$ cat config.mk
export PLATFORM = sky130hd
export DESIGN_NAME = regwatch_slot
export DESIGN_NICKNAME = d
export VERILOG_FILES = /design/src/rtl/regwatch_pkg.sv /design/src/rtl/regwatch_slot.sv
export SDC_FILE = /design/constraint.sdc
export NUM_CORES = 1
export LEC_CHECK = 0
export BUFFER_PORTS_ARGS = -buffer_cell sky130_fd_sc_hd__buf_2
export CAP_MARGIN = 20
export CORE_MARGIN = 3
export CORE_UTILIZATION = 58
export DETAILED_ROUTE_END_ITERATION = 12
export GPL_ROUTABILITY_DRIVEN = 1
export MAX_ROUTING_LAYER = met4
export PLACE_DENSITY = 0.86
export SLEW_MARGIN = 10
export SYNTH_ARGS = -nofsm -noshare
export SYNTH_HDL_FRONTEND = slang
export SYNTH_SLANG_ARGS = --single-unit
$ cat constraint.sdc
create_clock -name clk -period 7.1 [get_ports clk]
set_input_delay 0.355 -clock clk [delete_from_list [all_inputs] [get_ports clk]]
set_output_delay 0.355 -clock clk [all_outputs]
set_load 0.01 [all_outputs]
$ cat src/rtl/regwatch_pkg.sv
// Shared types for the register-watch checker.
//   state_e       : run-control FSM states
//   check_entry_t : one expectation slot (enable, register, value, deadline)
//   cnt_next()    : saturating run-cycle counter step
package regwatch_pkg;

  localparam int unsigned RW_XLEN  = 32;
  localparam int unsigned RW_CNT_W = 16;
  localparam int unsigned REG_W    = 5;

  // Register x0 is hardwired to zero; writes to it never reach a shadow.
  localparam logic [REG_W-1:0] REG_X0 = '0;

  // Result encoding: pass flag level as presented on the pass output.
  localparam logic RES_PASS = 1'b1;
  localparam logic RES_FAIL = 1'b0;

  typedef enum logic [1:0] {
    IDLE = 2'd0,
    RUN  = 2'd1,
    DONE = 2'd2
  } state_e;

  // Entry widths follow the package widths; the top's XLEN/CNT_W default to them.
  typedef struct packed {
    logic                en;
    logic [REG_W-1:0]    rnum;
    logic [RW_XLEN-1:0]  expected;
    logic [RW_CNT_W-1:0] deadline;
  } check_entry_t;

  // Run-cycle counter: +1 per cycle, sticks at all-ones.
  function automatic logic [RW_CNT_W-1:0] cnt_next(input logic [RW_CNT_W-1:0] cnt);
    return (&cnt) ? cnt : cnt + RW_CNT_W'(1);
  endfunction

endpackage

$ cat src/rtl/regwatch_slot.sv
// One check slot: stored entry, shadow of the watched register, and the
// resolved/failed/compared-value state of the current run.
//   cfg_we/cfg_entry : entry write (already qualified by the top)
//   clear            : start of a run, resets shadow and verdict
//   run              : top is in RUN
//   wb_*             : snooped register-file write port
//   counter          : current run cycle
//   *_c outputs      : next-state values, so the top sees this cycle's verdict
module regwatch_slot
  import regwatch_pkg::*;
(
  input  logic                clk,
  input  logic                reset_n,
  input  logic                cfg_we,
  input  check_entry_t        cfg_entry,
  input  logic                clear,
  input  logic                run,
  input  logic                wb_en,
  input  logic [REG_W-1:0]    wb_addr,
  input  logic [RW_XLEN-1:0]  wb_data,
  input  logic [RW_CNT_W-1:0] counter,
  output logic                resolved_c,
  output logic                failed_c,
  output logic [RW_XLEN-1:0]  actual_c
);

  check_entry_t       entry_q,    entry_d;
  logic [RW_XLEN-1:0] shadow_q,   shadow_d;
  logic               resolved_q, resolved_d;
  logic               failed_q,   failed_d;
  logic [RW_XLEN-1:0] actual_q,   actual_d;

  logic               hit;
  logic               judge;
  logic [RW_XLEN-1:0] cmp_val;

  // Shadow tracking and deadline judgement; a write in the deadline cycle bypasses the shadow.
  always_comb begin
    entry_d    = entry_q;
    shadow_d   = shadow_q;
    resolved_d = resolved_q;
    failed_d   = failed_q;
    actual_d   = actual_q;
    hit        = wb_en && (wb_addr == entry_q.rnum) && (wb_addr != REG_X0);
    cmp_val    = hit ? wb_data : shadow_q;
    judge      = run && entry_q.en && !resolved_q && (counter == entry_q.deadline);

    if (cfg_we) begin
      entry_d = cfg_entry;
    end

    if (clear) begin
      shadow_d   = '0;
      resolved_d = !entry_d.en;  // disabled slots are resolved and passing from the start
      failed_d   = 1'b0;
      actual_d   = '0;
    end else if (run) begin
      if (hit) begin
        shadow_d = wb_data;
      end
      if (judge) begin
        resolved_d = 1'b1;
        failed_d   = (cmp_val != entry_q.expected);
        actual_d   = cmp_val;
      end
    end
  end

  always_ff @(posedge clk or negedge reset_n) begin
    if (!reset_n) begin
      entry_q    <= '0;
      shadow_q   <= '0;
      resolved_q <= 1'b0;
      failed_q   <= 1'b0;
      actual_q   <= '0;
    end else begin
      entry_q    <= entry_d;
      shadow_q   <= shadow_d;
      resolved_q <= resolved_d;
      failed_q   <= failed_d;
      actual_q   <= actual_d;
    end
  end

  assign resolved_c = resolved_d;
  assign failed_c   = failed_d;
  assign actual_c   = actual_d;

endmodule

==> metrics.md <==
| Metric | Value |
|---|---|
| VDD IR max | between 0.15 and 0.2 mV |
| Die Wd | between 100 and 150 um |
| Xor and xnor area share after synthesis | 0.08691 |
| Post-Syn Nets | 670 |
| Main combinational cell family by area after synthesis | multiplexers |
| Max-cap violations | 0 |
| Root buf cell | clkbuf_8 |
| Gr ovfl total | 0 |
| Sum of negative setup slack | 0 ps |
| Relative slew slack | 0.3486 |
| Via count | 4931 |
| Mux cell area share after synthesis | 0.1418 |
| Gpl congestion | ~0.88 |
| Final-report hold violation count | 0 |
| Clk pin slew, worst setup/hold paths | roughly 50 ps |
| Power per cell area | 226.1 nW/um^2 |
| Initial antenna violation count | 1 |
| Row Count | 36 |
| Startpoint Class | register |
| Mapped cell area | between 5000 and 6000 um^2 |
| Buffers on Ports | ~150 |
| Hold Crit Class | in -> reg |
| Core Area | 9864 um^2 |
| CP Capture Type | primary output |
| Tmin final | approximately 4100 ps |
| Post-synth top area cell | dfrtp_1 |
| WHS Endpoint | entry_q[25] |
| Hold buffers post-CTS | 1 |
| Syn_area_per_cell | around 11 um^2 |
| Post_cts resized | 0 |
| Critical R2R Launch | entry_q[51] |
| Number of synthesized flops with an enable pin | 0 |
| Top-count cell post-synth | dfrtp_1 |
| Synth unique cells | 46 |
| Die footprint | ~12000 um^2 |
| ANT nets after route | 0 |
| Ys Warns | 0 |
| Fillers | roughly 680 |
| Yosys reg bits | between 100 and 150 |
| Vias in the first global route | around 5000 |
| WS Path Type | reg -> out |
| First-pass iteration count of the detailed router | 5 |
| GRT met1 Usage | 0.3675 |
| R2R setup slack | around 4000 ps |
| Highest clock rate | 0.2465 GHz |
| RSZ-0062 raised after global routing | false |
| Nets@finish | roughly 810 |
| Top-area cell type share of the netlist area | 0.5051 |
| Post-detailed-route via-to-cell ratio | 5.884 |
| Overall Global Routing Usage | 0.2948 |
| CTS Buffer Depth | 2 |
| Mapped Cells | between 500 and 600 |
| Setup repair bufs after CTS | 0 |
| Htree depth | 4 |
| Worst R2R End | failed_q |
| Drt drc | 0 |
| Leak | around 3.3 nW |
| Worst Setup SP | entry_q[51] |
| First-pass GRT wire length | about 25000 um |
| Simple-Gate Fraction of Synth Area | 0.1242 |
| Layout cells sized above 1 | 0.3295 |
| Initial DRC count | 414 |
| CTS Sinks | 120 |
| Register area share after synthesis | 0.5051 |
| Largest net degree at the start of global routing | 85 |
| Clock skew | between 6 and 7 ps |
| Synth top area cells | dfrtp_1 (51%), mux2_2 (9.3%), xor2_1 (5.7%), mux2i_1 (4.7%), a21oi_1 (3.2%) |
| Slew @ Worst Pin | approximately 1000 ps |
| Clk Latency, worst-skew pair | 530 ps |
| Area growth syn-to-layout | 22.18% |
| Final setup fails | 0 |
| Total CTS buffers | 17 |
| Pre-CTS setup slack | between 3000 and 4000 ps |
| Hold wc startpoint | cfg_entry[25] |
| GRT Max-Usage Layer | met2 |
| Synth Area in Adders | 0 |
| HPWL after detailed placement | 11140 um |
| Overall power | between 1.5 and 2 mW |
| Routed length per instance | between 15 and 20 um |
| Slew Limit Fails | 0 |
| Period utilization | 0.5715 |
| Outcome | finished, final reports clean |
| Met3 Use GR | 0.07918 |
| Asr flop ratio synth | 1.000 |
| Synth Flop Type | dfrtp_1 |
| Worst setup margin | just over 3000 ps |
| Die Ht | around 110 um |
| TritonCTS clock tree | done |
| Hold Path Depth | 3 |
| Data required, critical path | ~6700 ps |
| Post-Route WL | 16140 um |
| Register-to-Register Path Depth | 8 |
| Starting Density | 0.6027 |
| Compound-Gate Fraction of Synth Area | 0.1094 |
| CP max FO | between 70 and 80 |
| I/O pins | about 150 |
| Synth cell count leaders | dfrtp_1 (120), mux2_2 (49), nand2_1 (45), xor2_1 (39), a21oi_1 (38) |
| M2 GR Usage | 0.4710 |
| Worst EP arrival | ~3700 ps |
how the worst max path moves through the flow:
stage	endpoint	slack (ps)	cells past startpoint
floorplan	failed_c	4510	7
global placement	failed_c	3670	10
detailed placement	failed_c	3560	10
CTS	failed_c	3050	9
global route	failed_c	2850	9
finish	failed_c	3040	9
state kept, by name (all words and copies together), names as in the netlist:
name        count
entry_q        54
actual_q       32
shadow_q       32
failed_q        1
resolved_q      1
cell usage in the layout, fill, tap and decap left out, types with 2 or more instances in the layout:
master	instances
nand3_1	35
or4_1	2
clkinv_2	4
mux2_2	49
xnor2_1	20
mux2i_1	28
buf_4	5
nand4_1	7
inv_1	14
a221o_1	3
clkbuf_16	16
nor4_1	10
o31a_1	2
nand2_1	45
xor2_1	39
nor2_1	35
o22ai_1	3
and2_1	3
o21ai_0	15
nor3_1	4
a21oi_1	38
clkbuf_1	5
dfrtp_1	120
o2bb2ai_1	3
clkbuf_8	2
a211oi_1	25
buf_2	145
critical path, stage by stage (launching register included):
cell     delay, ps
dfrtp_1        400
xnor2_1        260
nand3_2        190
nor3_4         180
buf_4          680
mux2_1         410
a221o_1        360
nor4_1         360
a21oi_1        150
buf_2          170
layout make-up:
class / instances / area [um^2] / share of cell area
diodes: 1 / 2.502 / 0.0003445
clock buffers: 23 / 446.7 / 0.06149
clock inverters: 5 / 27.53 / 0.003789
inverters: 14 / 52.55 / 0.007234
multi-input cells: 389 / 2750 / 0.3786
flip-flops and latches: 120 / 3003 / 0.4134
well taps: 133 / 166.4 / 0.02291
repair buffers: 153 / 815.8 / 0.1123
power breakdown:
part,leakage [nW],internal (mW),switching [mW]
Sequential,1.56,0.717,0.0297
Combinational,1.52,0.0880,0.102
Clock,0.233,0.426,0.280
cell families (layout without fill, tap and decap cells):
| family | Yosys count | after routing |
|---|---|---|
| and+or+nand+nor | 152 | 152 |
| DFF | 120 | 120 |
| AOI/OAI and AO/OA | 100 | 100 |
| muxes | 78 | 78 |
| xor gates and xnor gates | 59 | 59 |
| buffers and inverters | 48 | 195 |
| other | 0 | 1 |
metrics by stage:
step                hold slack (ps)    util  cells  cell area, um^2
floorplan                     59.41       -    557             5946
global placement              342.2  0.6828    806             6735
detailed placement            348.2  0.6828    806             6735
CTS                           15.00  0.7319    835             7219
global route                  35.27  0.7364    838             7264
finish                        38.88  0.7364    838             7264
layer usage:
layer / wire, um / vias up / part of all wire
li1: - / 2250 / -
met1: 6426 / 2410 / 0.40
met2: 8057 / 236 / 0.50
met3: 1352 / 35 / 0.084
met4: 306 / 0 / 0.019
met5: 0 / - / 0
Power figures use the tool's default switching activity.
